### config.mk
export PLATFORM = sky130hd
export DESIGN_NAME = spn_req_master
export DESIGN_NICKNAME = d
export VERILOG_FILES = /design/src/rtl/spn_pkg.sv /design/src/rtl/spn_wait_timer.sv /design/src/rtl/spn_req_master.sv
export SDC_FILE = /design/constraint.sdc
export NUM_CORES = 1
export LEC_CHECK = 0
export ABC_AREA = 1
export CORE_ASPECT_RATIO = 0.6
export CORE_MARGIN = 10
export CORE_UTILIZATION = 48
export CTS_BUF_LIST = sky130_fd_sc_hd__clkbuf_8
export CTS_CLUSTER_SIZE = 24
export DETAILED_ROUTE_END_ITERATION = 7
export HOLD_SLACK_MARGIN = 0.1
export PLACE_DENSITY_LB_ADDON = 0.3
export SLEW_MARGIN = 20
export SYNTH_ARGS = -nofsm -noshare
export SYNTH_HDL_FRONTEND = slang
export SYNTH_SLANG_ARGS = --single-unit
### constraint.sdc
create_clock -name clk -period 3.95 [get_ports clk]
set_clock_uncertainty 0.05 [all_clocks]
set_input_delay 0.395 -clock clk [delete_from_list [all_inputs] [get_ports clk]]
set_output_delay 0.395 -clock clk [all_outputs]
set_load 0.01 [all_outputs]
### src/rtl/spn_pkg.sv
// Shared types and constants for the SPN request master.
// Op, core-valid and response-status encodings, the FSM state enum, and an op helper.
package spn_pkg;

  localparam int DATA_W = 16;
  localparam int KEY_W  = 32;
  localparam int OP_W   = 2;

  typedef enum logic [1:0] {
    OP_NOP = 2'b00,
    OP_ENC = 2'b01,
    OP_DEC = 2'b10,
    OP_UND = 2'b11
  } spn_op_e;

  typedef enum logic [1:0] {
    VLD_NONE = 2'b00,
    VLD_ENC  = 2'b01,
    VLD_DEC  = 2'b10,
    VLD_ERR  = 2'b11
  } spn_valid_e;

  typedef enum logic [1:0] {
    ST_OK       = 2'b00,
    ST_CORE_ERR = 2'b01,
    ST_TIMEOUT  = 2'b10,
    ST_ILLEGAL  = 2'b11
  } spn_status_e;

  typedef enum logic [1:0] {
    S_IDLE  = 2'b00,
    S_ISSUE = 2'b01,
    S_WAIT  = 2'b10,
    S_RESP  = 2'b11
  } spn_req_state_e;

  function automatic logic op_is_legal(input logic [OP_W-1:0] op);
    return (op == OP_ENC) || (op == OP_DEC);
  endfunction

  // Completion code the core must report for a given op.
  function automatic logic [1:0] valid_for_op(input logic [OP_W-1:0] op);
    logic [1:0] v;
    case (op)
      OP_ENC:  v = VLD_ENC;
      OP_DEC:  v = VLD_DEC;
      default: v = VLD_ERR;
    endcase
    return v;
  endfunction

endpackage

### src/rtl/spn_wait_timer.sv
// Saturating wait counter; expired is high on the TIMEOUT_CYCLES-th enabled cycle.
module spn_wait_timer #(
  parameter int TIMEOUT_CYCLES = 8,
  parameter int CNT_W          = $clog2(TIMEOUT_CYCLES + 1)
) (
  input  logic clk,
  input  logic reset,
  input  logic clear,
  input  logic enable,
  output logic expired
);

  localparam logic [CNT_W-1:0] LAST = CNT_W'(TIMEOUT_CYCLES - 1);
  localparam logic [CNT_W-1:0] TOP  = CNT_W'(TIMEOUT_CYCLES);

  logic [CNT_W-1:0] cnt_q, cnt_d;

  always_comb begin
    cnt_d = cnt_q;
    if (clear) begin
      cnt_d = {CNT_W{1'b0}};
    end else if (enable && (cnt_q != TOP)) begin
      cnt_d = cnt_q + CNT_W'(1);
    end else begin
      cnt_d = cnt_q;
    end
  end

  always_ff @(posedge clk) begin
    if (reset) begin
      cnt_q <= {CNT_W{1'b0}};
    end else begin
      cnt_q <= cnt_d;
    end
  end

  assign expired = (cnt_q == LAST);

endmodule

### src/rtl/spn_req_master.sv
// Request-side master for the SPN core: one job in, one status-tagged response out.
// Optional feature: define SPN_ERR_CNT_EN to add a saturating err_count[7:0] output.
module spn_req_master
  import spn_pkg::*;
#(
  parameter int TIMEOUT_CYCLES = 8,
  parameter int CNT_W          = $clog2(TIMEOUT_CYCLES + 1)
) (
  input  logic              clk,
  input  logic              reset,
  input  logic              req_valid,
  output logic              req_ready,
  input  logic [OP_W-1:0]   req_op,
  input  logic [DATA_W-1:0] req_data,
  input  logic [KEY_W-1:0]  req_key,
  output logic [OP_W-1:0]   spn_opcode,
  output logic [DATA_W-1:0] spn_in_data,
  output logic [KEY_W-1:0]  spn_key,
  input  logic [DATA_W-1:0] spn_out_data,
  input  logic [1:0]        spn_valid,
  output logic              rsp_valid,
  input  logic              rsp_ready,
  output logic [DATA_W-1:0] rsp_data,
  output logic [1:0]        rsp_status,
  output logic              busy
`ifdef SPN_ERR_CNT_EN
  ,
  output logic [7:0]        err_count
`endif
);

  spn_req_state_e    state_q, state_d;
  logic [OP_W-1:0]   op_q, op_d;
  logic [OP_W-1:0]   spn_opcode_q, spn_opcode_d;
  logic [DATA_W-1:0] spn_in_data_q, spn_in_data_d;
  logic [KEY_W-1:0]  spn_key_q, spn_key_d;
  logic              rsp_valid_q, rsp_valid_d;
  logic [DATA_W-1:0] rsp_data_q, rsp_data_d;
  logic [1:0]        rsp_status_q, rsp_status_d;
  logic              req_ready_q, req_ready_d;
  logic              busy_q, busy_d;
  logic              tmr_clear, tmr_enable, tmr_expired;

  spn_wait_timer #(
    .TIMEOUT_CYCLES(TIMEOUT_CYCLES),
    .CNT_W         (CNT_W)
  ) u_timer (
    .clk    (clk),
    .reset  (reset),
    .clear  (tmr_clear),
    .enable (tmr_enable),
    .expired(tmr_expired)
  );

  // Next-state and next-output logic; a core completion beats a same-cycle expiry.
  always_comb begin
    state_d       = state_q;
    op_d          = op_q;
    spn_opcode_d  = OP_NOP;
    spn_in_data_d = spn_in_data_q;
    spn_key_d     = spn_key_q;
    rsp_valid_d   = rsp_valid_q;
    rsp_data_d    = rsp_data_q;
    rsp_status_d  = rsp_status_q;
    tmr_clear     = 1'b1;
    tmr_enable    = 1'b0;
    case (state_q)
      S_IDLE: begin
        if (req_valid && req_ready_q) begin
          op_d = req_op;
          if (op_is_legal(req_op)) begin
            spn_opcode_d  = req_op;
            spn_in_data_d = req_data;
            spn_key_d     = req_key;
            state_d       = S_ISSUE;
          end else begin
            rsp_valid_d  = 1'b1;
            rsp_data_d   = {DATA_W{1'b0}};
            rsp_status_d = ST_ILLEGAL;
            state_d      = S_RESP;
          end
        end else begin
          state_d = S_IDLE;
        end
      end
      S_ISSUE: begin
        state_d = S_WAIT;
      end
      S_WAIT: begin
        tmr_clear  = 1'b0;
        tmr_enable = 1'b1;
        if (spn_valid != VLD_NONE) begin
          state_d       = S_RESP;
          rsp_valid_d   = 1'b1;
          spn_in_data_d = {DATA_W{1'b0}};
          spn_key_d     = {KEY_W{1'b0}};
          if (spn_valid == valid_for_op(op_q)) begin
            rsp_data_d   = spn_out_data;
            rsp_status_d = ST_OK;
          end else begin
            rsp_data_d   = {DATA_W{1'b0}};
            rsp_status_d = ST_CORE_ERR;
          end
        end else if (tmr_expired) begin
          state_d       = S_RESP;
          rsp_valid_d   = 1'b1;
          spn_in_data_d = {DATA_W{1'b0}};
          spn_key_d     = {KEY_W{1'b0}};
          rsp_data_d    = {DATA_W{1'b0}};
          rsp_status_d  = ST_TIMEOUT;
        end else begin
          state_d = S_WAIT;
        end
      end
      S_RESP: begin
        if (rsp_ready) begin
          rsp_valid_d  = 1'b0;
          rsp_data_d   = {DATA_W{1'b0}};
          rsp_status_d = ST_OK;
          state_d      = S_IDLE;
        end else begin
          state_d = S_RESP;
        end
      end
      default: begin
        state_d = S_IDLE;
      end
    endcase
    req_ready_d = (state_d == S_IDLE);
    busy_d      = (state_d != S_IDLE);
  end

  // State and registered outputs; reset drops any job in flight.
  always_ff @(posedge clk) begin
    if (reset) begin
      state_q       <= S_IDLE;
      op_q          <= OP_NOP;
      spn_opcode_q  <= OP_NOP;
      spn_in_data_q <= {DATA_W{1'b0}};
      spn_key_q     <= {KEY_W{1'b0}};
      rsp_valid_q   <= 1'b0;
      rsp_data_q    <= {DATA_W{1'b0}};
      rsp_status_q  <= ST_OK;
      req_ready_q   <= 1'b0;
      busy_q        <= 1'b0;
    end else begin
      state_q       <= state_d;
      op_q          <= op_d;
      spn_opcode_q  <= spn_opcode_d;
      spn_in_data_q <= spn_in_data_d;
      spn_key_q     <= spn_key_d;
      rsp_valid_q   <= rsp_valid_d;
      rsp_data_q    <= rsp_data_d;
      rsp_status_q  <= rsp_status_d;
      req_ready_q   <= req_ready_d;
      busy_q        <= busy_d;
    end
  end

  assign req_ready   = req_ready_q;
  assign spn_opcode  = spn_opcode_q;
  assign spn_in_data = spn_in_data_q;
  assign spn_key     = spn_key_q;
  assign rsp_valid   = rsp_valid_q;
  assign rsp_data    = rsp_data_q;
  assign rsp_status  = rsp_status_q;
  assign busy        = busy_q;

`ifdef SPN_ERR_CNT_EN
  logic [7:0] err_count_q, err_count_d;

  // Count each non-OK response once, on the cycle it is created.
  always_comb begin
    err_count_d = err_count_q;
    if ((state_q != S_RESP) && (state_d == S_RESP) &&
        (rsp_status_d != ST_OK) && (err_count_q != 8'hFF)) begin
      err_count_d = err_count_q + 8'd1;
    end else begin
      err_count_d = err_count_q;
    end
  end

  always_ff @(posedge clk) begin
    if (reset) begin
      err_count_q <= 8'h00;
    end else begin
      err_count_q <= err_count_d;
    end
  end

  assign err_count = err_count_q;
`endif

endmodule

-- Yosys cells after proc, flatten, opt, wreduce, memory -nomap -nowiden
Cells that the tools add are included.
- output and inout port bits: 71
- memories: 0
- latch bits: 0
- register bits: 79
- memory bits (writable): 0
- ROM bits: 0
- logic and storage cells: 84
- div/mod/pow operators: 0
- muxes and demuxes: 39
- equality and inequality tests: 15
- bitwise gates (word level): 4
- add/sub/neg operators: 1
- $mul: 0
- shift-type cells: 0
- $lt $le $gt $ge: 0
- reductions and logical operators: 14
- operator list (cell ; count):
    16-bit two-way mux ; 9
    32-bit two-way mux ; 4
    32-bit case mux with 2 select lines ; 1
    16-bit case mux with 3 select lines ; 1
    16-bit case mux with 2 select lines ; 1
    2-bit two-way mux ; 10
    1-bit two-way mux ; 9
    2-bit == test, second input constant ; 4
    2-bit inequality test, second input constant ; 4
    2-bit case mux with 4 select lines ; 1
    2-bit by 1-bit == test with 1-bit output, second input constant ; 3
    2-bit case mux with 3 select lines ; 1
    2-bit nonzero test ; 3
    5-bit AND reduction ; 1
    4-bit by 1-bit adder with 4-bit output, second input constant ; 1
    4-bit by 3-bit == test with 1-bit output, second input constant ; 1
    2-bit logical NOT ; 2
    4-bit inequality test, second input constant ; 1
    1-bit inverter ; 4
    2-bit case mux with 2 select lines ; 1
    4-bit AND reduction ; 1
    4-bit OR reduction ; 1
    3-bit inequality test, second input constant ; 1
    1-bit case mux with 3 select lines ; 1
    6 further kinds ; 7

-- Depth between registers and ports, before layout
- depth in word-level cells: 8
- gate-level depth with buffers: 10
- gate-level depth less buffers: 9

-- By module
A second synthesis with hierarchy kept.
- cells, all modules: 401
- area total of the unflattened synthesis: 3270.6 um2
- by module, submodules not included (module ; area each (um2) ; cells an instance ; times used ; seq. area each (um2)):
    spn_req_master ; 3025.4 ; 364 ; 1 ; 1501.4
    spn_wait_timer ; 245.2 ; 37 ; 1 ; 80.1

-- Worst setup path before layout
No wires, ideal clock.
- kind: register to register
- from: register u_timer.cnt_q[0]
- to: register spn_key_q[20], in the netlist spn_key[20]
- arrival: 1.297 ns
- cell stages (with the launch flop): 10
- required time: 3.784 ns
- path slack: 2.487 ns
- path through: dfxtp_1 > ha_1 > nand3_1 > nand3_2 > nand2_4 > nor2_4 > buf_6 > buf_6 > o21ai_0 > nor2_1
- longest elaborated chain between the ends: 3
- RTL lines (what ; line ; RTL):
    start: declaration ; spn_wait_timer.sv:16 ; logic [CNT_W-1:0] cnt_q, cnt_d;
    start signal: assignment ; spn_wait_timer.sv:31 ; cnt_q <= {CNT_W{1'b0}};
    start signal: assignment ; spn_wait_timer.sv:33 ; cnt_q <= cnt_d;
    4-bit by 3-bit == test with 1-bit output ; spn_wait_timer.sv:37 ; assign expired = (cnt_q == LAST);
    3-bit inequality test (no line) ; n/a ;
    4-bit AND reduction (no line) ; n/a ;
    end signal: assignment ; spn_req_master.sv:140 ; spn_key_q <= {KEY_W{1'b0}};
    end signal: assignment ; spn_req_master.sv:151 ; spn_key_q <= spn_key_d;
    end: declaration ; spn_req_master.sv:36 ; logic [KEY_W-1:0] spn_key_q, spn_key_d;
No other way between the ends.
A chain may end at the register's enable or synchronous reset.

-- Worst setup path after layout
- from: register state_q[1]
- to: register spn_in_data_q[13], in the netlist spn_in_data[13]
- longest elaborated chain between the ends: 3
- elaborated cells on any way between the ends: 8
- those cells by class: eq/ne (4); mux (1); reduce/logical (3)
- RTL lines (what ; line ; RTL):
    start: declaration ; spn_req_master.sv:32 ; spn_req_state_e state_q, state_d;
    start signal: assignment ; spn_req_master.sv:147 ; state_q <= state_d;
    2-bit == test / 2-bit logical NOT (equally long branches) ; spn_req_master.sv:67 ; case (state_q)
    3-bit inequality test (no line) (tied with other cells) ; n/a ;
    4-bit AND reduction (no line) ; n/a ;
    end signal: assignment ; spn_req_master.sv:139 ; spn_in_data_q <= {DATA_W{1'b0}};
    end signal: assignment ; spn_req_master.sv:150 ; spn_in_data_q <= spn_in_data_d;
    end: declaration ; spn_req_master.sv:35 ; logic [DATA_W-1:0] spn_in_data_q, spn_in_data_d;
Parallel ways exist; a longest one is shown, timed or not.

==> summary by stage <==
Run status
The flow ran to the end, and the final reports show no timing, DRC or antenna violations.

Worst setup path
The cell type of the slowest stage on the worst timing path is sky130_fd_sc_hd__nor2_4. At the worst endpoint, the arrival time is 2.61 ns. The maximum fanout along the worst path is 61. The endpoint type of the worst setup path is a flop.

The critical path in this run is classified as flop to flop. The slack of the worst reg-to-reg path is roughly 1.5 ns. The cell repeated most along the worst path is sky130_fd_sc_hd__nor2_4. The largest stage delay on the critical path is about 0.6 ns.

The element type at the critical path start is a flop. Traced cell by cell, the critical path runs through inv_2, nor2_4, nand3_2, nand2_4, nor2_4, buf_4, o21ai_0, nor2_1. For the worst setup path, the data required time is a little over 4 ns.

Floorplan
In this run the vertical extent of the chip is 85.51 um. The initial standard-cell utilization of the core is 50.34%. In this run the horizontal extent of the chip is ~130 um. In this run the count of I/O pins placed on the die edge is 143.

The floorplan has 23 rows. After floorplanning, the core was sized to cover between 0.006 and 0.007 mm^2. The die covers 0.01105 mm^2.

Yosys
Summing every instance area after synthesis gives between 0.003 and 0.004 mm^2. The leading area contributor after synthesis is sky130_fd_sc_hd__dfxtp_1. The top-area cell type share of the netlist area is 46.06%.

After synthesis, flip-flops and latches occupy ~46% of the total area. The gate count after technology mapping is around 520. sky130_fd_sc_hd__nand2_1 is the most common cell in the netlist.

The dominant combinational cell family by area after synthesis is simple AND/OR/NAND/NOR gates. After Yosys synthesis, XOR and XNOR cells account for less than 1% of the synthesized area. The number of nets produced by synthesis is 590.

The Yosys step of the flow raised 0 warnings. The post-synthesis share of cell area spent on full adders, half adders and majority gates is 0.7289%. The post-synthesis sequential element count is 79. The synthesized-area fraction occupied by ao, oa, aoi and oai cells is 6.414%. The mean cell area of the mapped netlist is 6.654 um^2.

The synthesized-area fraction occupied by and/or/nand/nor cells is 37.21%. The prevailing post-synth register cell is sky130_fd_sc_hd__dfxtp_1. The share of cell area taken by muxes after synthesis is 0%. After synthesis, the cell types taking the most area are sky130_fd_sc_hd__dfxtp_1, sky130_fd_sc_hd__nand2_1, sky130_fd_sc_hd__nor2_1.

The number of library cell types mapped by synthesis is 21. The commonest cells after synthesis are sky130_fd_sc_hd__nand2_1, sky130_fd_sc_hd__nor2_1, sky130_fd_sc_hd__dfxtp_1. The fraction of registers with async set or reset after synthesis is 0%.

The count of flip-flops with a built-in enable after synthesis is 0.

Timing
The final critical-path share of the clock period is between 60% and 70%. For the pin with the worst max-slew slack, the measured transition is 0.7803 ns. The maximum frequency from static timing analysis is 0.4142 GHz. Adding up every negative setup slack in the final design gives 0 ns. The number of setup violations in the final report is 0.

The worst max-slew margin expressed relative to the limit is a little under half. The tightest hold path in the finished design has a slack of 0.4256 ns. The worst path needs 2.414 ns of the cycle, external delays included. The final-report max-slew violation count is 0. Setup repair after global routing left no endpoint under its margin. The final hold violation count is 0.

Global routing
Entering global routing, the biggest net connects 62 pins. The number of global-route vias before repair is 3,431. Global routing used 22.00% of the available met1 tracks. Global routing finished with a remaining overflow of 0.

The first global-routing pass estimated 16,760 um of wire. Global routing used 29.94% of the available met2 tracks. The met3 usage is between 8 and 9%. The number of antenna violations at the first check in global routing was 0.

The global router's overall resource usage is 18.65%. The routing layer with the top usage in global route is met2.

Placement
Port buffering added 142 buffers. The routability congestion estimate from global placement is 0.8870. Once detailed placement completed, the half-perimeter wirelength came to 7780 um. After detailed placement, the total cell area comes to roughly 0.0048 mm^2. Including well taps, the total number of placed cells is 719.

Power and ir drop
Dividing total power by cell area gives a power density of 610.2 mW/mm^2. IR analysis of the VDD net gives a maximum drop of 0.0002943 V. The share of total power consumed by net switching is 36.08%.

The internal power summed over all cells is 1.952 mW. The analysis attributes to net switching a power of 1.102 mW. The part of the power in registers is 37.2%. In this run, the combinational gates consume a little over two fifths of the power.

The leakage power is 2.245 nW. The portion of total power attributed to the clock network is a little under a fifth.

Clocking
The hold-fix buffer count after cts is 0. The total number of H-tree levels is 3. The maximum count of clock buffers along a single path is 2. The total clock sinks is around 80. Post-CTS repair changed the size of 0 cells. Clock tree synthesis inserted a total of 9 buffers. The later pin in the worst-skew pair is clocked with a latency of 0.34 ns. The clock root buffer is sky130_fd_sc_hd__clkbuf_8. Buffers added to address setup during post-CTS repair amount to 0. After clock tree synthesis, the clock-pin slew on the worst setup and hold paths is 0.07 ns. TritonCTS built the clock tree.

Finish
Leaving out filler cells and counting taps, the final layout contains 732. Compared with the post-synthesis result, the final layout area differs by 45.77%. The final standard cell utilization of the core is between 70% and 80%.

After the last flow step, the layout net total stands at between 700 and 800. The repair_antennas step left the layout with diodes totalling 0. The share of final-layout standard cells stronger than drive strength 1 is 3.566%.

With fillers left out, the area of the finished cells amounts to 0.005005 mm^2.

Drt
The total via count after detailed routing is about 3,500. The wire length per cell is 14.34 um. The number of nets still failing antenna checks after routing is 0. For this block, the routed nets add up to around 11,000 um of wire. In the routed design, unresolved DRC markers number 0. The first routing iteration left about 310 violations. The average vias per placed instance is between 4 and 5.

The iteration count of the initial detailed-routing pass is 5.

Min path
The worst min-delay path category is flop to flop.

Flow run
The tool flagged a number of max-cap violations equal to 0.
-- state kept, by name (all words and copies together), names as in the netlist --
name	count
state_q	2
spn_key	32
rsp_data	16
rsp_status	2
op_q	2
spn_in_data	16
req_ready	1
u_timer.cnt_q	4
busy	1
spn_opcode	2
rsp_valid	1
-- cells in the final DEF, fill, tap and decap left out, drive strengths merged --
cell	Yosys	final
nand2	153	153
clkdlybuf4s50	0	142
nor2	142	142
dfxtp	79	79
inv	40	41
o21ai	32	32
nand3	23	23
clkbuf	10	11
a21oi	9	9
nor3	4	4
a211oi	2	2
ha	2	2
buf	18	2
xnor2	1	1
xor2	1	1
bufinv	0	1
-- through the flow --
step,setup WS [ns],power [mW]
2_1_floorplan,2.487,1.895
3_3_place_gp,1.401,2.453
3_5_place_dp,1.308,2.496
4_1_cts,1.407,3.081
5_1_grt,1.249,3.292
6_report,1.536,3.054
-- worst paths after layout --
check / from / endpoint / cells past startpoint
hold reg to reg: rsp_data[14] / rsp_data[14] / 2
setup / recovery: state_q[1] / spn_in_data[13] / 8
hold / removal: rsp_data[14] / rsp_data[14] / 2
setup reg to reg: state_q[1] / spn_in_data[13] / 8
-- power groups by stage --
stage	registers, mW	clock network (mW)	logic, mW
global route	1.17	0.630	1.50
CTS	1.14	0.594	1.35
global placement	1.14	0	1.31
finish	1.14	0.576	1.34
detailed placement	1.15	0	1.34
floorplan	1.24	0	0.650
-- logic make-up after synthesis --
family | after synthesis
simple gates | 322
fa+ha+maj | 2
xor+xnor | 2
buf+inv | 68
compound gates | 43
flops | 79
-- layer usage --
metal | share of wire [%] | vias up
met1 | 42 | 1572
li1 | - | 1810
met2 | 45 | 127
met4 | 0.83 | 0
met3 | 12 | 9
met5 | 0 | -
-- final cells by class --
type	count	area (um^2)
repair buffers	144	1436
flip-flops and latches	79	1582
inverters	40	150.1
clock buffers	11	151.4
multi-input cells	369	1543
well taps	87	108.9
fillers	568	1815
clock inverters	2	33.78
-- worst max-delay path, delay by kind of cell (launching register included) --
| kind | cells | cell delay, ns |
|---|---|---|
| compound gates | 1 | 0.24 |
| buf+inv | 2 | 0.42 |
| simple gates | 5 | 1.13 |
| flops | 1 | 0.44 |
No activity file was read; power rests on OpenSTA's default activity.
